==> src/rtl/bram_pkg.sv <==
// Shared definitions for the 4096x8 block RAM and its reader/writer blocks.
package bram_pkg;

   localparam int BRAM_ADDR_W = 12;
   localparam int BRAM_DATA_W = 8;
   localparam int BRAM_LEN_W  = BRAM_ADDR_W + 1;

   typedef enum logic [1:0] {
      IDLE  = 2'd0,
      ISSUE = 2'd1,
      DRAIN = 2'd2
   } state_t;

endpackage

==> src/rtl/bram_skid_fifo.sv <==
// Two-entry FIFO that catches RAM read data the downstream cannot take yet.
module bram_skid_fifo #(
   parameter int W = 9
)(
   input  logic         clk_in,
   input  logic         rst_n,
   input  logic         i_wr,
   input  logic [W-1:0] i_din,
   input  logic         i_rd,
   output logic [W-1:0] o_dout,
   output logic [1:0]   o_count,
   output logic         o_empty
);

   logic [W-1:0] r_mem [2];
   logic         r_wptr;
   logic         r_rptr;
   logic [1:0]   r_count;
   logic         w_do_wr;
   logic         w_do_rd;

   // A write into a full FIFO only proceeds if the head leaves in the same cycle.
   assign w_do_wr = i_wr & ((r_count != 2'd2) | i_rd);
   assign w_do_rd = i_rd & (r_count != 2'd0);

   assign o_dout  = r_mem[r_rptr];
   assign o_count = r_count;
   assign o_empty = (r_count == 2'd0);

   // Storage, pointers and occupancy.
   always_ff @(posedge clk_in or negedge rst_n) begin
      if (!rst_n) begin
         r_mem[0] <= '0;
         r_mem[1] <= '0;
         r_wptr   <= 1'b0;
         r_rptr   <= 1'b0;
         r_count  <= 2'd0;
      end else begin
         if (w_do_wr) begin
            r_mem[r_wptr] <= i_din;
            r_wptr        <= ~r_wptr;
         end
         if (w_do_rd) r_rptr <= ~r_rptr;
         case ({w_do_wr, w_do_rd})
            2'b10:   r_count <= r_count + 2'd1;
            2'b01:   r_count <= r_count - 2'd1;
            default: r_count <= r_count;
         endcase
      end
   end

endmodule

==> src/rtl/bram_burst_reader.sv <==
// Burst read engine: turns (addr, len) commands into RAM reads and a byte stream.
// Read data is forwarded straight from the RAM when the skid FIFO is empty, so the
// first beat appears two cycles after command accept; the FIFO only fills on stalls.
module bram_burst_reader
   import bram_pkg::*;
#(
   parameter int ADDR_W = BRAM_ADDR_W,
   parameter int DATA_W = BRAM_DATA_W,
   parameter int LEN_W  = BRAM_LEN_W
)(
   input  logic              clk_in,
   input  logic              rst_n,
   input  logic              cmd_valid,
   output logic              cmd_ready,
   input  logic [ADDR_W-1:0] cmd_addr,
   input  logic [LEN_W-1:0]  cmd_len,
   output logic              mem_en,
   output logic              mem_we,
   output logic              mem_reset,
   output logic [ADDR_W-1:0] mem_addr,
   input  logic [DATA_W-1:0] mem_dout,
   output logic              out_valid,
   input  logic              out_ready,
   output logic [DATA_W-1:0] out_data,
   output logic              out_last,
   output logic              busy
);

   state_t            r_state;
   state_t            w_next;
   logic [ADDR_W-1:0] r_addr;
   logic [LEN_W-1:0]  r_rem;
   logic              r_inflight;
   logic              r_inflight_last;

   logic              w_accept;
   logic              w_start;
   logic              w_final_issue;
   logic              w_beat;
   logic [2:0]        w_occ;
   logic              w_fifo_wr;
   logic              w_fifo_rd;
   logic              w_fifo_empty;
   logic [1:0]        w_fifo_cnt;
   logic [DATA_W:0]   w_fifo_head;

   assign mem_we        = 1'b0;
   assign mem_reset     = 1'b0;
   assign mem_addr      = r_addr;

   assign w_accept      = cmd_valid & cmd_ready;
   assign w_start       = w_accept & (cmd_len != '0);
   assign w_final_issue = mem_en & (r_rem == LEN_W'(1));
   assign w_occ         = {1'b0, w_fifo_cnt} + {2'b00, r_inflight};

   // Head of stream: FIFO entry if any, otherwise the read landing this cycle.
   assign out_valid = ~w_fifo_empty | r_inflight;
   assign out_data  = !w_fifo_empty ? w_fifo_head[DATA_W-1:0] :
                      (r_inflight ? mem_dout : '0);
   assign out_last  = !w_fifo_empty ? w_fifo_head[DATA_W] :
                      (r_inflight ? r_inflight_last : 1'b0);
   assign w_beat    = out_valid & out_ready;

   // Landing data goes to the FIFO unless it bypasses straight to a ready consumer.
   assign w_fifo_wr = r_inflight & ~(w_fifo_empty & out_ready);
   assign w_fifo_rd = ~w_fifo_empty & out_ready;

   bram_skid_fifo #(.W(DATA_W + 1)) u_skid (
      .clk_in  (clk_in),
      .rst_n   (rst_n),
      .i_wr    (w_fifo_wr),
      .i_din   ({r_inflight_last, mem_dout}),
      .i_rd    (w_fifo_rd),
      .o_dout  (w_fifo_head),
      .o_count (w_fifo_cnt),
      .o_empty (w_fifo_empty)
   );

   // State register.
   always_ff @(posedge clk_in or negedge rst_n) begin
      if (!rst_n) r_state <= IDLE;
      else        r_state <= w_next;
   end

   // Next-state logic.
   always_comb begin
      w_next = r_state;
      case (r_state)
         IDLE:    if (w_start) w_next = ISSUE;
         ISSUE:   if (w_final_issue) w_next = DRAIN;
         DRAIN:   if (w_beat & out_last) w_next = IDLE;
         default: w_next = IDLE;
      endcase
   end

   // Outputs: issue only while fewer than two reads are buffered or in flight.
   always_comb begin
      cmd_ready = (r_state == IDLE);
      busy      = (r_state != IDLE);
      mem_en    = (r_state == ISSUE) && (w_occ < 3'd2);
   end

   // Address/length counters and the one-deep in-flight tracker.
   always_ff @(posedge clk_in or negedge rst_n) begin
      if (!rst_n) begin
         r_addr          <= '0;
         r_rem           <= '0;
         r_inflight      <= 1'b0;
         r_inflight_last <= 1'b0;
      end else begin
         if (w_start) begin
            r_addr <= cmd_addr;
            r_rem  <= cmd_len;
         end else if (mem_en) begin
            r_addr <= r_addr + ADDR_W'(1);
            r_rem  <= r_rem - LEN_W'(1);
         end
         r_inflight      <= mem_en;
         r_inflight_last <= w_final_issue;
      end
   end

endmodule

==> config.mk <==
export PLATFORM = sky130hd
export DESIGN_NAME = bram_burst_reader
export DESIGN_NICKNAME = d
export VERILOG_FILES = /design/src/rtl/bram_pkg.sv /design/src/rtl/bram_skid_fifo.sv /design/src/rtl/bram_burst_reader.sv
export SDC_FILE = /design/constraint.sdc
export NUM_CORES = 1
export LEC_CHECK = 0
export CAP_MARGIN = 20
export CORE_MARGIN = 8
export CORE_UTILIZATION = 24
export DETAILED_ROUTE_END_ITERATION = 10
export GPL_TIMING_DRIVEN = 0
export MAX_ROUTING_LAYER = met4
export PLACE_DENSITY = 0.5
export SLEW_MARGIN = 20
export SYNTH_ARGS = -nofsm -noshare
export SYNTH_HDL_FRONTEND = slang
export SYNTH_SLANG_ARGS = --single-unit
export TNS_END_PERCENT = 30
==> constraint.sdc <==
create_clock -name clk_in -period 1.9 [get_ports clk_in]
set_clock_uncertainty 0.05 [all_clocks]
set_input_delay 0.19 -clock clk_in [delete_from_list [all_inputs] [get_ports clk_in]]
set_output_delay 0.19 -clock clk_in [all_outputs]
set_load 0.02 [all_outputs]
# Word level (Yosys, flattened, before mapping)
# Index checks and enable logic that the tools add are counted.
# classes
add_sub_neg,5
n_lt_le_gt_ge,4
n_eq_ne,9
mux,19
bitwise,18
n_reduce_logical,10
# op_table
op,count
$mux W9,4
$mux W13,2
$mux W12,2
$bwmux W18,1
$mux W8,2
$eq A13 B1 Y1 const B,1
$reduce_bool A13 Y1,1
$sub A13 B1 Y13 const B,1
$add A12 B1 Y12 const B,1
$and A1 B1 Y1,10
$demux W9 S1,1
$reduce_bool A2 Y1,4
$mux W2,3
$ne A2 B2 Y1 const B,3
$pmux W2 S3,1
$eq A2 B1 Y1 const B,2
$eq A2 B2 Y1 const B,2
$ge A2 B2 Y1 const B,2
$logic_not A2 Y1,2
$not A1 Y1,4
$not A1 Y2,2
$pmux W2 S2,1
$add A2 B1 Y3,1
$lt A3 B2 Y1 const B,1
other kinds (8),11
# word_totals
ff_bits,51
input_bits,37
output_inout_bits,27
elab_cells,75

# Logic depth before layout (Yosys ltp)
# Gate-level depths: netlist of the first run.
# depth
ltp_word,8
ltp_mapped,8
ltp_nobuf,6

# Modules after synthesis
# A second synthesis of the first run with hierarchy kept.
# unflattened
hier_cells,281
hier_area_um2,2807.7
# by_module_without_submodules
module,instances,cells_each,area_each_um2,seq_area_each_um2
bram_burst_reader,1,216,1791.7,725.7
bram_skid_fifo,1,65,1016.0,550.5

# Worst setup path after synthesis of the first run
# OpenSTA, ideal clock, no wires.
# synth_path
path_type,reg2reg
from,register u_skid.r_rptr
to,register r_state[1]
setup_ns,0.120
arrival_time_ns,1.597
t_required_ns,1.730
setup_slack_ns,0.133
stages_incl_launch_ff,6
n_path_buf,1
synth_period_minus_slack_ns,1.767
path_cell_list,dfrtp_1 > buf_2 > mux2i_1 > o21ai_0 > nand3_1 > a31o_2
# synth_via
elab_chain_len,8
# synth_lines
element,line,rtl
start: declaration,bram_skid_fifo.sv:17,logic r_rptr;
start signal: assignment,bram_skid_fifo.sv:43,if (w_do_rd) r_rptr <= ~r_rptr;
$not A1 Y2 (not written as such),bram_skid_fifo.sv:26,assign o_dout = r_mem[r_rptr];
$mux W9 (not written as such) (3 in series),bram_skid_fifo.sv:26,
$mux W1,bram_burst_reader.sv:60,assign out_last = !w_fifo_empty ? w_fifo_head[DATA_W] :
named net out_last,bram_burst_reader.sv:25,"output logic out_last,"
$and A1 B1 Y1,bram_burst_reader.sv:91,DRAIN: if (w_beat & out_last) w_next = IDLE;
$ne A2 B2 Y1 (no line),n/a,
$reduce_and A3 Y1 (no line),n/a,
end signal: assignment,bram_burst_reader.sv:82,else r_state <= w_next;
end: declaration,bram_burst_reader.sv:29,state_t r_state;
# The timed path passes the listed nets, and every way through them passes these cells. The select of a mux whose other input is x is not followed.
# A chain may end at the register's enable or synchronous reset.

# Worst setup path after layout of the first run
# layout_path
from,register r_state[1]
to,output port cmd_ready
# layout_via
elab_chain_len,1
# layout_lines
element,line,rtl
$logic_not A2 Y1,bram_burst_reader.sv:98,cmd_ready = (r_state == IDLE);
end: declaration,bram_burst_reader.sv:14,"output logic cmd_ready,"
# No other way between the ends.

==> out/results.txt, run 1 <==
Required time at the worst-slack endpoint: 1.66 ns
Flip-flop and latch area: 0.001277 sq mm
Period minus WS final: 1.849 ns
Max Cap Violations: 0
Ranking of synthesized cells by area: sky130_fd_sc_hd__dfrtp_1 46%, sky130_fd_sc_hd__mux2_4 4.9%, sky130_fd_sc_hd__nand3_1 4.5%, sky130_fd_sc_hd__o21ai_0 3.8%, sky130_fd_sc_hd__mux2_2 3.7%
Half-perimeter wire length of the detailed placement result: 5147 um
Peak supply drop: 0.0007850 V
Transition time at the pin with the least slew margin: 0.6634 ns
Layout cell share with drive strength beyond 1: 0.2099
Number of nets in the finished design: 383
Antenna violations before repair: 0
RSZ-0062 raised after global routing: true
Outcome: finished clean
Number of sinks handled by clock tree synthesis: 51
Final estimated routing congestion in global placement: 0.7789
Final wirelength: 7082 um
Post-detailed-route via-to-cell ratio: 4.593
Share of the clock period used by the worst path after layout: 0.9731
Share of the synthesized area in the top cell type: 0.4641
Final number of hold-violating endpoints: 0
Total die area: 0.01514 sq mm
DRC violations left: 0
Number of enable flip-flop cells after synthesis: 0
Site row count: 39
Multi-input gate area in the final layout: 0.001393 sq mm
Setup TNS: 0 ns
Post-synth ARST share: 1.000
Source-to-sink clock delay at the later pin of the worst-skew pair: 0.29 ns
Ranking of synthesized cells by instance count: 51 x sky130_fd_sc_hd__dfrtp_1, 25 x sky130_fd_sc_hd__nand3_1, 24 x sky130_fd_sc_hd__nand2_1
Syn Inst Count: 267
Remaining number of nets flagged by the antenna check after routing: 0
Post-synth top area cell: sky130_fd_sc_hd__dfrtp_1
First-pass DRT Iterations: 4
Total placed cells including tap cells: 472
Post-synthesis sequential element count: 51
Arrival time at the worst endpoint: 1.61 ns
Area of the mapped netlist: 0.002750 sq mm
Kind of path behind the tightest hold check: in2reg
Tightest slew margin relative to the limit: 0.5577
Initial standard-cell utilization of the core: 0.2429
Grt ovf: 0
Launching element type of the critical path: flop
Most instantiated flip-flop cell in the synthesis netlist: sky130_fd_sc_hd__dfrtp_1
Cell with the most instances after synthesis: sky130_fd_sc_hd__dfrtp_1
Clock transition at path regs: 0.07 ns
Global-route wire length before repair: 11920 um
Setup-violating endpoint count in the final report: 0
Count of filler cells inserted in the layout: 1207
Starting DRT DRC Count: 119
Post-Place Cell Area: 0.003541 sq mm
Top-level I/O count: 64
Largest net degree at the start of global routing: 52
Seq/Total Area, Yosys: 0.4641
Worst Setup Path Type: reg2out
Clock tree buffer depth: 2
Diode count: 0
Yosys synthesis warning count: 0
Maximum fanout count along the critical path: 4
Leakage: 0.001514 uW
Total routing resource utilization after global routing: 0.1011
Relative area change from synthesis to final layout: 35.94%
Final instance area: 0.003739 sq mm
Routed len/inst: 14.57 um
Post-placement worst setup slack: -0.4263 ns
Die outline height: 123.0 um
Max frequency: 0.5409 GHz
Endpoint class of the critical path: primary output
Worst Setup Slack, final: 0.05109 ns
Number of CTS-inserted buffers: 5
Depth of the CTS H-tree: 2
Cell Pwr Density: 1530 mW/mm^2
CTS tree: built
Die X-Extent: 123.0 um
Core footprint: 0.01132 sq mm
Max-slew violation count: 0
Final cell count without fillers: 486
Post-Synthesis Mean Instance Area: 10.30 sq um
Number of global-route vias before repair: 2419
Number of distinct library cell variants in the gate-level netlist after synthesis: 47
Total via count in the routed design: 2232
Input/output buffers: 61
Root buffer selected by CTS: sky130_fd_sc_hd__clkbuf_16
Overall power after layout: 5722 uW
critical path, stage by stage (launching register included):
cell and delay, ns:
sky130_fd_sc_hd__dfrtp_1 0.42, sky130_fd_sc_hd__nor2_2 0.24, sky130_fd_sc_hd__clkdlybuf4s50_1 0.66
state kept, by name (all words and copies together) (netlist names):
register and cells:
r_inflight 1, u_skid.r_mem 18, u_skid.r_wptr 1, r_inflight_last 1
u_skid.o_count 2, mem_addr 12, u_skid.r_rptr 1, r_state 2
r_rem 13
cells by family (layout without fill, tap and decap cells):
group                    count (synthesis)  after routing  share of synthesized area
AND/OR/NAND/NOR                        100            101                     0.1920
AO/OA/AOI/OAI                           42             42                    0.09873
XOR/XNOR                                19             19                    0.06051
other                                    1              2                   0.001364
adder cells (fa/ha/maj)                  4              4                    0.01820
multiplexers                            28             28                     0.1224
flip-flops                              51             51                     0.4641
buffers and inverters                   22             96                    0.04277
layer usage:
layer,vias up,wire length (um),track usage
met3,2,323,0.02740
met1,1076,3666,0.1329
met4,0,40,0.02558
met2,58,3051,0.1509
met5,-,0,-
li1,1096,-,-
worst paths after layout:
path / endpoint / cells after the start / slack (ns) / from
setup / recovery: cmd_ready / 2 / 0.05 / r_state[1]
hold / removal: mem_addr[7] / 3 / 0.39 / cmd_addr[7]
setup reg to reg: r_rem[6] / 6 / 0.12 / u_skid.o_count[0]
hold reg to reg: u_skid.r_mem[15] / 1 / 0.46 / u_skid.r_mem[15]
max in group asynchronous: u_skid.o_count[1] / 2 / 0.90 / rst_n
min in group asynchronous: u_skid.r_mem[13] / 2 / 0.42 / rst_n
final cells by class:
cell class                      instances  area share
Buffer                                 14     0.02878
Clock buffer                            5     0.03347
Clock inverter                          3    0.005355
Inverter                                8    0.008701
Multi-Input combinational cell        196      0.3725
Sequential cell                        51      0.3417
Tap cell                              143     0.04786
Timing Repair Buffer                   66      0.1616
stage by stage:
| step | utilization | hold slack [ns] |
|---|---|---|
| floorplan | - | -0.1556 |
| global placement | 0.3130 | 0.4370 |
| detailed placement | 0.3128 | 0.2269 |
| CTS | 0.3291 | 0.3854 |
| global route | 0.3302 | 0.4107 |
| finish | 0.3302 | 0.3910 |
repair_timing:
item / 4_1_cts / 5_1_grt
pin swaps: 1 / 2
endpoints found under the hold margin: 51 / 0
resized for setup: 35 / 25
cloned: 1 / 0
hold buffers: 1 / 0
setup buffers: 1 / 3
setup endpoints to repair: 12 / 25
where the power goes:
part / switching [uW] / internal [uW] / total, uW
Combinational: 1530 / 1390 / 2910
Sequential: 397 / 1520 / 1920
Clock: 404 / 486 / 890
Total: 2330 / 3390 / 5720
cell usage in the layout (no fill, tap or decap), types with 9 or more instances in the layout:
master / synthesis / layout
sky130_fd_sc_hd__o21ai_0: 21 / 20
sky130_fd_sc_hd__buf_4: 3 / 10
sky130_fd_sc_hd__nand2_1: 24 / 24
sky130_fd_sc_hd__xnor2_1: 10 / 10
sky130_fd_sc_hd__nand3_1: 25 / 25
sky130_fd_sc_hd__clkdlybuf4s50_1: 0 / 49
sky130_fd_sc_hd__mux2i_1: 10 / 10
sky130_fd_sc_hd__xor2_1: 9 / 9
sky130_fd_sc_hd__dfrtp_1: 51 / 50
sky130_fd_sc_hd__nor2_1: 13 / 12
sky130_fd_sc_hd__mux2_4: 9 / 9
sky130_fd_sc_hd__mux2_2: 9 / 9
Power figures use the tool's default switching activity.
==> run 2: changes to the inputs <==
--- a/config.mk
+++ b/config.mk
@@ -15,5 +15,6 @@
 export SLEW_MARGIN = 20
 export SYNTH_ARGS = -nofsm -noshare
 export SYNTH_HDL_FRONTEND = slang
+export SYNTH_HIERARCHICAL = 1
 export SYNTH_SLANG_ARGS = --single-unit
 export TNS_END_PERCENT = 30
==> run 2 against run 1 <==
Compared with the run above: the run now ends with negative setup slack left; sequential share of layout area decreased by 2.0 points; total power grew 10%; count of clock-buffer cells in the layout stayed put; synthesized cell count grew 5.2%; non-clock buffer count rose by 3; combinational power grew 15%; synthesized area up 2.1%.
==> out/results.txt, run 2 <==
Relative area change from synthesis to final layout: 41.40%
Grt ovf: 0 (unchanged)
Most used cells in the layout excluding fill and tap cells: 49 x sky130_fd_sc_hd__clkdlybuf4s50_1, 49 x sky130_fd_sc_hd__dfrtp_1, 31 x sky130_fd_sc_hd__nand2_1
Post-synthesis mux area share: 0.1203 (-0.002063)
Ranking of synthesized cells by area: sky130_fd_sc_hd__dfrtp_1 45%, sky130_fd_sc_hd__mux2_2 7.2%, sky130_fd_sc_hd__mux2_4 4.8%, sky130_fd_sc_hd__nand2_1 4.3%, sky130_fd_sc_hd__o21ai_0 3.6%
Total routing resource utilization after global routing: 0.1060 (+0.004926)
Yosys synthesis warning count: 6 (+6)
Peak supply drop: 0.0007012 V (-11%)
RSZ-0062 raised after global routing: true
Post-Place Cell Area: 0.003598 sq mm (+1.6%)
Cell Pwr Density: 1592 mW/mm^2 (+4.0%)
Final wirelength: 7951 um (+12%)
Largest net degree at the start of global routing: 52 (unchanged)
Area share of fa/ha/maj cells after synthesis: 0.01783 (-0.0003731)
NetSw: 2464 uW (+5.7%)
Number of distinct library cell variants in the gate-level netlist after synthesis: 49 (+4.3%)
Total via count in the routed design: 2383 (+6.8%)
Outcome: finished, violations left
Final instance area: 0.003970 sq mm (+6.2%)
Violated checks: negative setup slack
Met1 WL: 3806 um (+3.8%)
Worst Setup Slack, final: -0.02689 ns (-0.07798 ns)
Cell with the most instances after synthesis: sky130_fd_sc_hd__dfrtp_1
Worst Setup Path Type: reg2reg
Tightest slew margin relative to the limit: 0.5426 (-0.01511)
Routed len/inst: 15.87 um (+8.9%)
Core footprint: 0.01142 sq mm (+0.86%)
Share of total power in the clock network: 0.167 (+0.011)
Input/output buffers: 61 (unchanged)
Total die area: 0.01542 sq mm (+1.8%)
Share of the synthesized area in the top cell type: 0.4545 (-0.009513)
Number of CTS-inserted buffers: 5 (unchanged)
Total placed cells including tap cells: 486 (+3.0%)
Number of global-route vias before repair: 2346 (-3.0%)
Area of the mapped netlist: 0.002808 sq mm (+2.1%)
Number of sinks handled by clock tree synthesis: 51 (unchanged)
Endpoint class of the critical path: flop
First element of the critical path: r_rem[5]
Simple-gate share of the synthesized area: 0.1903 (-0.001708)
Main combinational cell family by area after synthesis: simple AND/OR/NAND/NOR gates
Most instantiated flip-flop cell in the synthesis netlist: sky130_fd_sc_hd__dfrtp_1
Required time at the worst-slack endpoint: 2.08 ns (+0.42 ns)
Max-slew violation count: 0 (unchanged)
Multi-input gate area in the final layout: 0.001490 sq mm (+7.0%)
Arrival time at the worst endpoint: 2.11 ns (+0.50 ns)
Setup TNS: -0.05167 ns (-0.05167 ns)
Internal power: 3856 uW (+14%)
Ranking of synthesized cells by instance count: 51 x sky130_fd_sc_hd__dfrtp_1, 32 x sky130_fd_sc_hd__nand2_1, 20 x sky130_fd_sc_hd__o21ai_0
Source-to-sink clock delay at the later pin of the worst-skew pair: 0.29 ns (about the same)
Max frequency: 0.5190 GHz (-4.0%)
Post-synthesis share of cell area spent on xor and xnor gates: 0.02496 (-0.03555)
Util after Layout: 0.3477 (+0.01745)
Layout cell share with drive strength beyond 1: 0.2514 (+0.04148)
Share of power burned in combinational logic: 0.530 (+0.021)
Depth of the CTS H-tree: 2 (unchanged)
First-pass DRT Iterations: 6 (+2)
Transition time at the pin with the least slew margin: 0.6861 ns (+0.02267 ns)
Top-level I/O count: 64 (unchanged)
Cell type of the slowest stage on the worst timing path: sky130_fd_sc_hd__or4_4
Number of nets in the finished design: 398 (+3.9%)
Setup-violating endpoint count in the final report: 3 (+3)
Final cell count without fillers: 501 (+3.1%)
Initial standard-cell utilization of the core: 0.2459 (+0.002964)
Sequential share of power: 0.303 (-0.032)
Register with the most flip-flops: u_skid/r_mem
Max FFs per register: 18 (unchanged)
Period minus WS final: 1.927 ns (+0.07798 ns)
Maximum fanout count along the critical path: 5 (+1)
Remaining number of nets flagged by the antenna check after routing: 0 (unchanged)
Starting DRT DRC Count: 137 (+15%)
Top layer in use: met4
Die X-Extent: 124.2 um (+0.91%)
Site row count: 39 (unchanged)
Met2 wire length: 3569 um (+17%)
Final number of hold-violating endpoints: 0 (unchanged)
Launching element type of the critical path: flop
Clock transition at path regs: 0.08 ns (about the same)
Flop-to-flop setup slack: -0.03 ns (-0.15 ns)
Number of enable flip-flop cells after synthesis: 0 (unchanged)
FF-to-FF path depth: 4 (-2)
CP peak stage delay: 0.57 ns (-0.09 ns)
Die outline height: 124.2 um (+0.91%)
Half-perimeter wire length of the detailed placement result: 5668 um (+10%)
Timing endpoint of the critical path: r_rem[10]
Seq/Total Area, Yosys: 0.4545 (-0.009513)
Critical path cell sequence: or4_4 -> or2_4 -> or4_1 -> nand3_1
Amount of wire on met3 after detailed routing: 516 um (+60%)
Count of filler cells inserted in the layout: 1193 (-1.2%)
Max Cap Violations: 0 (unchanged)
Start of the worst register-to-register path: r_rem[5]
Post-placement worst setup slack: -0.8340 ns (-0.4078 ns)
Leakage: 0.001652 uW (+9.2%)
CTS tree: built
DRC violations left: 0 (unchanged)
Post-Synthesis Mean Instance Area: 9.992 sq um (-3.0%)
Antenna violations before repair: 0 (unchanged)
Kind of path behind the tightest hold check: in2async
Syn Inst Count: 281 (+5.2%)
Share of the clock period used by the worst path after layout: 1.014 (+0.04104)
Post-synth ARST share: 1.000 (unchanged)
Flip-flop and latch area: 0.001279 sq mm (about the same)
Fraction of power spent switching nets: 0.3899 (-0.01749)
Final estimated routing congestion in global placement: 0.7909 (+1.5%)
Post-synthesis sequential element count: 51 (unchanged)
Synthesized-area fraction occupied by ao, oa, aoi and oai cells: 0.1448 (+0.04610)
Global-route wire length before repair: 12460 um (+4.5%)
Post-synth top area cell: sky130_fd_sc_hd__dfrtp_1
Post-detailed-route via-to-cell ratio: 4.756 (+3.6%)
Reg2Reg Capture Point: r_rem[10]
Clock tree buffer depth: 2 (unchanged)
Diode count: 0 (unchanged)
Root buffer selected by CTS: sky130_fd_sc_hd__clkbuf_16
==> run 2: cell count changes in the layout (fill, tap and decap cells not counted), moves of 4 or more <==
cell	previous run	this run
sky130_fd_sc_hd__nor3b_1	0	4
sky130_fd_sc_hd__clkdlybuf4s15_1	1	5
sky130_fd_sc_hd__nand3_1	25	11
sky130_fd_sc_hd__o211ai_1	1	5
sky130_fd_sc_hd__buf_4	10	14
sky130_fd_sc_hd__buf_2	8	4
sky130_fd_sc_hd__mux2_2	9	18
sky130_fd_sc_hd__a21oi_1	3	7
sky130_fd_sc_hd__inv_1	7	14
sky130_fd_sc_hd__nand4_1	7	3
sky130_fd_sc_hd__xnor2_1	10	5
sky130_fd_sc_hd__xor2_1	9	3
sky130_fd_sc_hd__nand2_1	24	31
sky130_fd_sc_hd__mux2i_1	10	0
==> run 2: per-stage QoR <==
| stage | hold slack (ns) | total power, uW |
|---|---|---|
| floorplan | -0.1556 | 3911 |
| global placement | 0.4358 | 5010 |
| detailed placement | 0.2364 | 5021 |
| CTS | 0.4388 | 6207 |
| global route | 0.4565 | 6788 |
| finish | 0.4138 | 6320 |
==> run 2: worst max-delay path: cells and delay by family, from the launching register on <==
kind | cells | cell delay, ns
and+or+nand+nor | 4 | 1.43
DFF | 1 | 0.40
==> run 2: repair_timing <==
action / 4_1_cts / 5_1_grt
setup buffers: 2 / 6
endpoints found under the setup margin: 59 / 55
gates resized for setup: 54 / 40
hold buffers: 1 / 0
hold endpoints to repair: 51 / 0
pin swaps: 2 / 9
==> run 2: kinds of logic (layout without fill, tap and decap cells) <==
logic type | count (synthesis) | after routing
AOI/OAI and AO/OA | 59 | 59
and+or+nand+nor | 101 | 101
DFF | 51 | 51
adders and majority gates | 4 | 4
other | 1 | 2
xor gates and xnor gates | 8 | 8
buffers and inverters | 30 | 106
muxes | 27 | 27
==> run 2: area by class of cell <==
type                    instances  share of cell area
flip-flops and latches         51              0.3221
multi-input cells             201              0.3754
well taps                     143             0.04507
clock inverters                 3             0.01166
repair buffers                 70              0.1689
plain buffers                  13             0.03057
clock buffers                   5             0.03152
inverters                      15             0.01481
==> run 2: per-layer routing <==
metal	global-route usage	vias to the layer above
met5	-	-
met4	0.02230	0
met3	0.02720	6
met2	0.1605	73
met1	0.1397	1145
li1	-	1159
==> run 2: power by group through the flow <==
stage	registers [uW]	logic, uW	clock network, uW
after floorplan	1890	2020	0
after global placement	1880	3130	0
after detailed placement	1900	3120	0
after CTS	1900	3220	1090
after global routing	1990	3660	1140
final	1920	3350	1050
==> run 2: worst min-delay path by stage <==
stage	start	endpoint	slack (ns)	depth (start not counted)
floorplan	rst_n	mem_addr[0]	-0.16	0
global placement	u_skid/r_mem[7]	u_skid/r_mem[7]	0.44	1
detailed placement	rst_n	u_skid/r_mem[9]	0.24	1
CTS	cmd_addr[9]	mem_addr[9]	0.44	3
global route	cmd_addr[2]	mem_addr[2]	0.46	3
finish	rst_n	u_skid/r_mem[9]	0.41	2
==> run 3: changes to the inputs <==
--- a/config.mk
+++ b/config.mk
@@ -12,7 +12,7 @@
 export GPL_TIMING_DRIVEN = 0
 export MAX_ROUTING_LAYER = met4
 export PLACE_DENSITY = 0.5
-export SLEW_MARGIN = 20
+export SLEW_MARGIN = 15
 export SYNTH_ARGS = -nofsm -noshare
 export SYNTH_HDL_FRONTEND = slang
 export SYNTH_HIERARCHICAL = 1
==> results of run 3 <==
Final layout, timing and power as in run 2 (identical DEF).
